==> src/rtl/score_life_ctrl_pkg.sv <==
// Shared definitions for the score / life controller: game status codes,
// field widths and a constant-only binary-to-BCD helper.
package score_life_ctrl_pkg;

  localparam int GAME_STATUS_BIT_LEN = 3;

  typedef enum logic [GAME_STATUS_BIT_LEN-1:0] {
    GS_PAUSE  = 3'b000,
    GS_RUN    = 3'b001,
    GS_PRERUN = 3'b010,
    GS_OVER   = 3'b011
  } game_status_t;

  localparam int SCORE_W  = 14;
  localparam int BCD_W    = 16;
  localparam int BOMB_MAX = 3;

  // Elaboration-time conversion of a parameter to 4-digit BCD (clamped to 9999).
  function automatic logic [BCD_W-1:0] to_bcd4(input int unsigned v);
    int unsigned x;
    x = (v > 9999) ? 9999 : v;
    return {4'(x / 1000), 4'((x / 100) % 10), 4'((x / 10) % 10), 4'(x % 10)};
  endfunction

endpackage

==> src/rtl/bcd_adder4.sv <==
// Adds a binary increment (0..99) to a 4-digit BCD value, saturating at 9999.
module bcd_adder4 (
  input  logic [15:0] bcd_i,
  input  logic [6:0]  inc_i,
  output logic [15:0] sum_o
);

  logic [3:0] inc_tens, inc_ones;
  logic [4:0] d0, d1, d2, d3;
  logic [3:0] s0, s1, s2;
  logic       c0, c1, c2;

  // Digit-by-digit decimal add with carry ripple; overflow of the top digit clamps.
  always_comb begin
    inc_tens = 4'(inc_i / 7'd10);
    inc_ones = 4'(inc_i % 7'd10);

    d0 = {1'b0, bcd_i[3:0]} + {1'b0, inc_ones};
    c0 = (d0 > 5'd9);
    s0 = c0 ? 4'(d0 - 5'd10) : d0[3:0];

    d1 = {1'b0, bcd_i[7:4]} + {1'b0, inc_tens} + {4'd0, c0};
    c1 = (d1 > 5'd9);
    s1 = c1 ? 4'(d1 - 5'd10) : d1[3:0];

    d2 = {1'b0, bcd_i[11:8]} + {4'd0, c1};
    c2 = (d2 > 5'd9);
    s2 = c2 ? 4'(d2 - 5'd10) : d2[3:0];

    d3 = {1'b0, bcd_i[15:12]} + {4'd0, c2};

    if (d3 > 5'd9) sum_o = 16'h9999;
    else           sum_o = {d3[3:0], s2, s1, s0};
  end

endmodule

==> src/rtl/score_life_ctrl.sv <==
// Score, lives, bombs and post-hit invincibility for the game core.
// Collision strobes are latched per frame and evaluated on frame_end_i.
// Optional feature: define SCORE_BCD_EN to keep a BCD copy of the score
// in score_bcd_o (otherwise it is tied to 0 and the adder is not built).
module score_life_ctrl
  import score_life_ctrl_pkg::*;
#(
  parameter int INIT_LIVES    = 3,
  parameter int INVINC_FRAMES = 120,
  parameter int SCORE_HIT     = 10,
  parameter int SCORE_MAX     = 9999
) (
  input  logic                           clk_vga,
  input  logic                           rst_n,
  input  logic [GAME_STATUS_BIT_LEN-1:0] game_status_i,
  input  logic                           frame_end_i,
  input  logic                           crash_me_enemy_i,
  input  logic                           crash_enemy_bullet_i,
  input  logic                           crash_me_bonus_i,
  input  logic                           bomb_use_i,
  output logic [13:0]                    score_o,
  output logic [1:0]                     lives_o,
  output logic [1:0]                     bomb_cnt_o,
  output logic                           invincible_o,
  output logic                           bomb_o,
  output logic                           gameover_o,
  output logic [15:0]                    score_bcd_o
);

  localparam int CNT_W = (INVINC_FRAMES > 0) ? $clog2(INVINC_FRAMES + 1) : 1;

  typedef enum logic [1:0] {
    ST_IDLE   = 2'd0,
    ST_PLAY   = 2'd1,
    ST_INVINC = 2'd2,
    ST_DEAD   = 2'd3
  } state_t;

  state_t             state_q, state_nxt;
  logic [SCORE_W-1:0] score_q, score_nxt;
  logic [SCORE_W:0]   score_sum;
  logic [1:0]         lives_q, lives_nxt;
  logic [1:0]         bomb_q, bomb_nxt;
  logic [CNT_W-1:0]   cnt_q, cnt_nxt;
  logic               f_me_q, f_eb_q, f_mb_q;
  logic               f_me_nxt, f_eb_nxt, f_mb_nxt;
  logic               bomb_p_q, bomb_p_nxt;
  logic               over_p_q, over_p_nxt;
  logic               invinc_q;
  logic               run, hit_me, hit_eb, hit_mb, bomb_take, bonus;

  // Next-state and counter updates; frame evaluation only while playing and RUN.
  always_comb begin
    state_nxt  = state_q;
    score_nxt  = score_q;
    lives_nxt  = lives_q;
    bomb_nxt   = bomb_q;
    cnt_nxt    = cnt_q;
    bomb_p_nxt = 1'b0;
    over_p_nxt = 1'b0;
    bomb_take  = 1'b0;
    bonus      = 1'b0;

    run       = (game_status_i == GS_RUN);
    hit_me    = f_me_q | crash_me_enemy_i;
    hit_eb    = f_eb_q | crash_enemy_bullet_i;
    hit_mb    = f_mb_q | crash_me_bonus_i;
    score_sum = {1'b0, score_q} + (SCORE_W+1)'(SCORE_HIT);

    // Flags collect collisions over a frame and are consumed at frame end.
    if (frame_end_i) begin
      f_me_nxt = 1'b0;
      f_eb_nxt = 1'b0;
      f_mb_nxt = 1'b0;
    end else begin
      f_me_nxt = f_me_q | (crash_me_enemy_i & run);
      f_eb_nxt = f_eb_q | (crash_enemy_bullet_i & run);
      f_mb_nxt = f_mb_q | (crash_me_bonus_i & run);
    end

    if (game_status_i == GS_PRERUN) begin
      state_nxt = ST_IDLE;
      score_nxt = '0;
      lives_nxt = 2'(INIT_LIVES);
      bomb_nxt  = '0;
      cnt_nxt   = '0;
      f_me_nxt  = 1'b0;
      f_eb_nxt  = 1'b0;
      f_mb_nxt  = 1'b0;
    end else begin
      unique case (state_q)
        ST_IDLE: if (run) state_nxt = ST_PLAY;
        ST_PLAY, ST_INVINC: if (run) begin
          // Simultaneous use and pickup cancel out, even when the stock is full.
          bomb_take  = bomb_use_i && (bomb_q != 2'd0);
          bonus      = frame_end_i && hit_mb;
          bomb_p_nxt = bomb_take;
          if (bomb_take && !bonus)
            bomb_nxt = bomb_q - 2'd1;
          else if (!bomb_take && bonus && (bomb_q != 2'(BOMB_MAX)))
            bomb_nxt = bomb_q + 2'd1;

          if (frame_end_i) begin
            if (hit_eb)
              score_nxt = (score_sum >= (SCORE_W+1)'(SCORE_MAX)) ? SCORE_W'(SCORE_MAX)
                                                                 : score_sum[SCORE_W-1:0];
            if (state_q == ST_INVINC) begin
              if (cnt_q <= CNT_W'(1)) begin
                cnt_nxt   = '0;
                state_nxt = ST_PLAY;
              end else begin
                cnt_nxt = cnt_q - CNT_W'(1);
              end
            end else if (hit_me) begin
              if (lives_q <= 2'd1) begin
                lives_nxt  = 2'd0;
                state_nxt  = ST_DEAD;
                over_p_nxt = 1'b1;
              end else begin
                lives_nxt = lives_q - 2'd1;
                state_nxt = ST_INVINC;
                cnt_nxt   = CNT_W'(INVINC_FRAMES);
              end
            end
          end
        end
        default: ;
      endcase
    end
  end

  // State and output registers; reset drops any pending frame work.
  always_ff @(posedge clk_vga) begin
    if (!rst_n) begin
      state_q  <= ST_IDLE;
      score_q  <= '0;
      lives_q  <= 2'(INIT_LIVES);
      bomb_q   <= '0;
      cnt_q    <= '0;
      f_me_q   <= 1'b0;
      f_eb_q   <= 1'b0;
      f_mb_q   <= 1'b0;
      bomb_p_q <= 1'b0;
      over_p_q <= 1'b0;
      invinc_q <= 1'b0;
    end else begin
      state_q  <= state_nxt;
      score_q  <= score_nxt;
      lives_q  <= lives_nxt;
      bomb_q   <= bomb_nxt;
      cnt_q    <= cnt_nxt;
      f_me_q   <= f_me_nxt;
      f_eb_q   <= f_eb_nxt;
      f_mb_q   <= f_mb_nxt;
      bomb_p_q <= bomb_p_nxt;
      over_p_q <= over_p_nxt;
      invinc_q <= (state_nxt == ST_INVINC);
    end
  end

  assign score_o      = score_q;
  assign lives_o      = lives_q;
  assign bomb_cnt_o   = bomb_q;
  assign invincible_o = invinc_q;
  assign bomb_o       = bomb_p_q;
  assign gameover_o   = over_p_q;

`ifdef SCORE_BCD_EN
  localparam logic [BCD_W-1:0] SCORE_MAX_BCD = to_bcd4(SCORE_MAX);

  logic [BCD_W-1:0] bcd_q, bcd_sum, bcd_nxt;

  bcd_adder4 u_bcd (
    .bcd_i (bcd_q),
    .inc_i (7'(SCORE_HIT)),
    .sum_o (bcd_sum)
  );

  // The binary score only moves by a reload or one SCORE_HIT step, so follow it.
  always_comb begin
    bcd_nxt = bcd_q;
    if (game_status_i == GS_PRERUN)
      bcd_nxt = '0;
    else if (score_nxt != score_q)
      bcd_nxt = (score_nxt == SCORE_W'(SCORE_MAX)) ? SCORE_MAX_BCD : bcd_sum;
  end

  // BCD score register, same timing as score_q.
  always_ff @(posedge clk_vga) begin
    if (!rst_n) bcd_q <= '0;
    else        bcd_q <= bcd_nxt;
  end

  assign score_bcd_o = bcd_q;
`else
  assign score_bcd_o = '0;
`endif

endmodule

==> config.mk <==
export PLATFORM = sky130hd
export DESIGN_NAME = score_life_ctrl
export DESIGN_NICKNAME = d
export VERILOG_FILES = /design/src/rtl/score_life_ctrl_pkg.sv /design/src/rtl/bcd_adder4.sv /design/src/rtl/score_life_ctrl.sv
export SDC_FILE = /design/constraint.sdc
export NUM_CORES = 1
export LEC_CHECK = 0
export ABC_AREA = 1
export BUFFER_PORTS_ARGS = -buffer_cell sky130_fd_sc_hd__buf_4
export CORE_ASPECT_RATIO = 1.4
export CORE_UTILIZATION = 58
export CTS_CLUSTER_SIZE = 14
export DETAILED_ROUTE_END_ITERATION = 12
export GPL_ROUTABILITY_DRIVEN = 0
export GPL_TIMING_DRIVEN = 0
export PLACE_DENSITY = 0.84
export REMOVE_ABC_BUFFERS = 1
export SETUP_SLACK_MARGIN = 0.1
export SLEW_MARGIN = 15
export SYNTH_ARGS = -nofsm -noshare
export SYNTH_HDL_FRONTEND = slang
export SYNTH_HIERARCHICAL = 1
export SYNTH_SLANG_ARGS = --single-unit
export TNS_END_PERCENT = 20
==> constraint.sdc <==
create_clock -name clk_vga -period 4.4 [get_ports clk_vga]
set_clock_uncertainty 0.05 [all_clocks]
set_input_delay 0.22 -clock clk_vga [delete_from_list [all_inputs] [get_ports clk_vga]]
set_output_delay 0.22 -clock clk_vga [all_outputs]
set_load 0.005 [all_outputs]
==> results.json <==
{
  "yosysTopAreaCell": "dfxtp_1",
  "synthCells": 324,
  "dp.cells": 390,
  "max_cap_viol_count": 0,
  "cts_hold_buf": 0,
  "synth-main-ff-cell": "dfxtp_1",
  "drt_first_iter_violations": 59,
  "wl_mm": 4.32,
  "hold_class": "input pin to flip-flop",
  "nFillCells": 324,
  "syn_to_final_growth_pct": 13.2,
  "path_class": "flip-flop to flip-flop",
  "rsz0062_at_grt": "no",
  "pwr-share-comb_pct": 6.8,
  "synthArstFlopShare_pct": 0,
  "holdWs_ns": 0.0999,
  "synthDistinctLibCells": 38,
  "maxUsedRoutingLayer": "met4",
  "cts_sinks": 33,
  "clock_path_buffers": 2,
  "finalCritPeriodShare_pct": 56.2,
  "wl_met3_um": 168,
  "worstPathRequired_ns": 4.51,
  "worst_pin_slew_ns": 1.10,
  "grt_use_total_pct": 23.9,
  "grt.overflow.total": 0,
  "ys_top_cells_by_count": "nand2_1 (80), inv_1 (42), dfxtp_1 (33)",
  "numPortBuffers": 30,
  "vias": 2026,
  "start_util_pct": 62.2,
  "status": "completed",
  "crit_slowest_cell": "o21ai_1",
  "cp-end-kind": "flip-flop",
  "ys_ff_latch": 33,
  "dr.pass1.iters": 4,
  "critPathMaxStageDelay_ns": 0.58,
  "antenna_found_initial": 0,
  "die_h_um": 74.2,
  "switching_share_pct": 24.4,
  "synth-edff-count": 0,
  "route.detailed.drc": 0,
  "cts_root_buffer": "clkbuf_8",
  "synth_top_area_share_pct": 30.6,
  "diodes": 0,
  "ant_nets": 0,
  "multi_input_area_um2": 1250,
  "io_pins": 47,
  "power_leakage_nw": 1.17,
  "yosys_warnings": 6,
  "drive_gt1_share_pct": 19.0,
  "grt_pass1_vias": 1792,
  "cts_tree": "done",
  "p_int_mw": 0.439,
  "setup_tns_ns": 0,
  "dr_wl_met2_mm": 2.27,
  "path_buf_inv": 3,
  "worstPathArrival_ns": 2.58,
  "clkPwrFrac_pct": 41.1,
  "yosysMostFrequentCell": "nand2_1",
  "postCtsSetupBuffers": 0,
  "grt_max_degree": 17,
  "ys_seq_area_share_pct": 30.6,
  "instances_no_fill": 397,
  "critPathLaunchType": "flip-flop",
  "cpMostUsedCell": "inv_1",
  "grt_pass1_wl_mm": 6.97,
  "regArea_um2": 661,
  "power_frac_seq_pct": 52.1,
  "num_rows": 25,
  "max_freq_mhz": 405,
  "final_cell_area_um2": 2450,
  "cts_htree_levels": 2,
  "wl_per_cell_um": 10.9,
  "insertion_delay_ns": 0.29,
  "finalHoldViolations": 0,
  "syn_avg_cell_area_um2": 6.67,
  "switchingPower_mw": 0.142,
  "cts_made_buffers": 5,
  "irDropWorstVdd_mv": 0.191,
  "synthTopCellsByArea": "dfxtp_1 (31%), nand2_1 (14%), inv_1 (7.3%)",
  "crit_chain": "inv_1 -> ha_1 -> inv_1 -> nor3_2 -> o21ai_1 -> inv_2 -> o21ai_0 -> a21oi_2",
  "slew_violations": 0,
  "setup_violations": 0,
  "mappedNetlistArea_um2": 2160,
  "vias_per_cell": 5.10,
  "core_um2": 3470,
  "path_max_fanout": 16,
  "cts_repair_resize_count": 0,
  "dpl_cell_area_um2": 2360,
  "path_clk_slew_ns": 0.07,
  "min_period_ns": 2.47,
  "utilization_pct": 70.5,
  "slew_headroom_pct": 26.1,
  "hpwl_mm": 3.22,
  "powerDensity_nw_per_um2": 237,
  "met1_length_mm": 1.76,
  "die_width_um": 53.6,
  "critical_path.top_delay_family": "compound AO/OA/AOI/OAI gates",
  "nets": 374,
  "dieArea_um2": 3980
}
[state kept, by name (all words and copies together), names as in the netlist]
name          cells
score_o          14
cnt_q             7
bomb_cnt_o        2
lives_o           2
state_q           2
bomb_o            1
f_eb_q            1
f_mb_q            1
f_me_q            1
gameover_o        1
invincible_o      1
[per-stage QoR]
step                power (mW)  worst slack (ns)
floorplan                0.335              2.40
global placement         0.347              2.04
detailed placement       0.348              2.00
CTS                      0.581              1.97
global route             0.596              1.67
finish                   0.581              1.93
[routing by layer]
metal	global-route usage [%]	up-vias
met5	0	-
met4	13.2	0
met3	6.13	12
met2	43.5	53
met1	23.8	903
li1	-	1058
[kinds of logic after synthesis]
kind of cell / share of synthesized area, %
other cells: 0.174
compound gates: 14.4
simple gates: 34.6
fa+ha+maj: 4.05
flops: 30.6
xor+xnor: 2.03
buf+inv: 14.2
[tightest hold or removal path, stage by stage]
cell    delay, ns
buf_4        0.08
inv_1        0.03
nor2_1       0.08
[final cells by class]
type                    count  share of cell area, %
repair buffers             30                   9.21
flip-flops and latches     33                   27.0
clock buffers               7                   3.53
well taps                  40                   2.05
multi-input cells         241                   51.1
inverters                  46                   7.11
[worst paths after layout]
kind / start / endpoint / depth (start not counted) / slack, ns
hold reg to reg: cnt_q[1] / cnt_q[1] / 2 / 0.42
setup / recovery: state_q[0] / score_o[9] / 8 / 1.93
setup reg to reg: state_q[0] / score_o[9] / 8 / 1.93
hold / removal: rst_n / state_q[0] / 3 / 0.1
[cells in the final DEF (no fill, tap or decap), types with 2 or more instances in the layout]
cell type and n:
inv_1 42, or2_2 2, nand2_2 8, nor2_2 8, buf_4 30, nor2_1 31
xor2_1 3, nand4_1 3, xnor2_1 2, nand2_1 80, o21ai_1 4, clkbuf_8 6
ha_1 7, nand3_1 14, nand2_8 2, a21oi_2 4, dfxtp_1 33, o21ai_0 22
o211ai_1 2, inv_2 2, a21oi_1 20, conb_1 16
[power by group through the flow]
stage | clock [mW] | combinational [mW] | sequential [mW]
2_1_floorplan | 0 | 0.0257 | 0.309
3_3_place_gp | 0 | 0.0383 | 0.309
3_5_place_dp | 0 | 0.0387 | 0.309
4_1_cts | 0.240 | 0.0392 | 0.302
5_1_grt | 0.249 | 0.0450 | 0.303
6_report | 0.239 | 0.0395 | 0.302
Power figures use the tool's default switching activity.
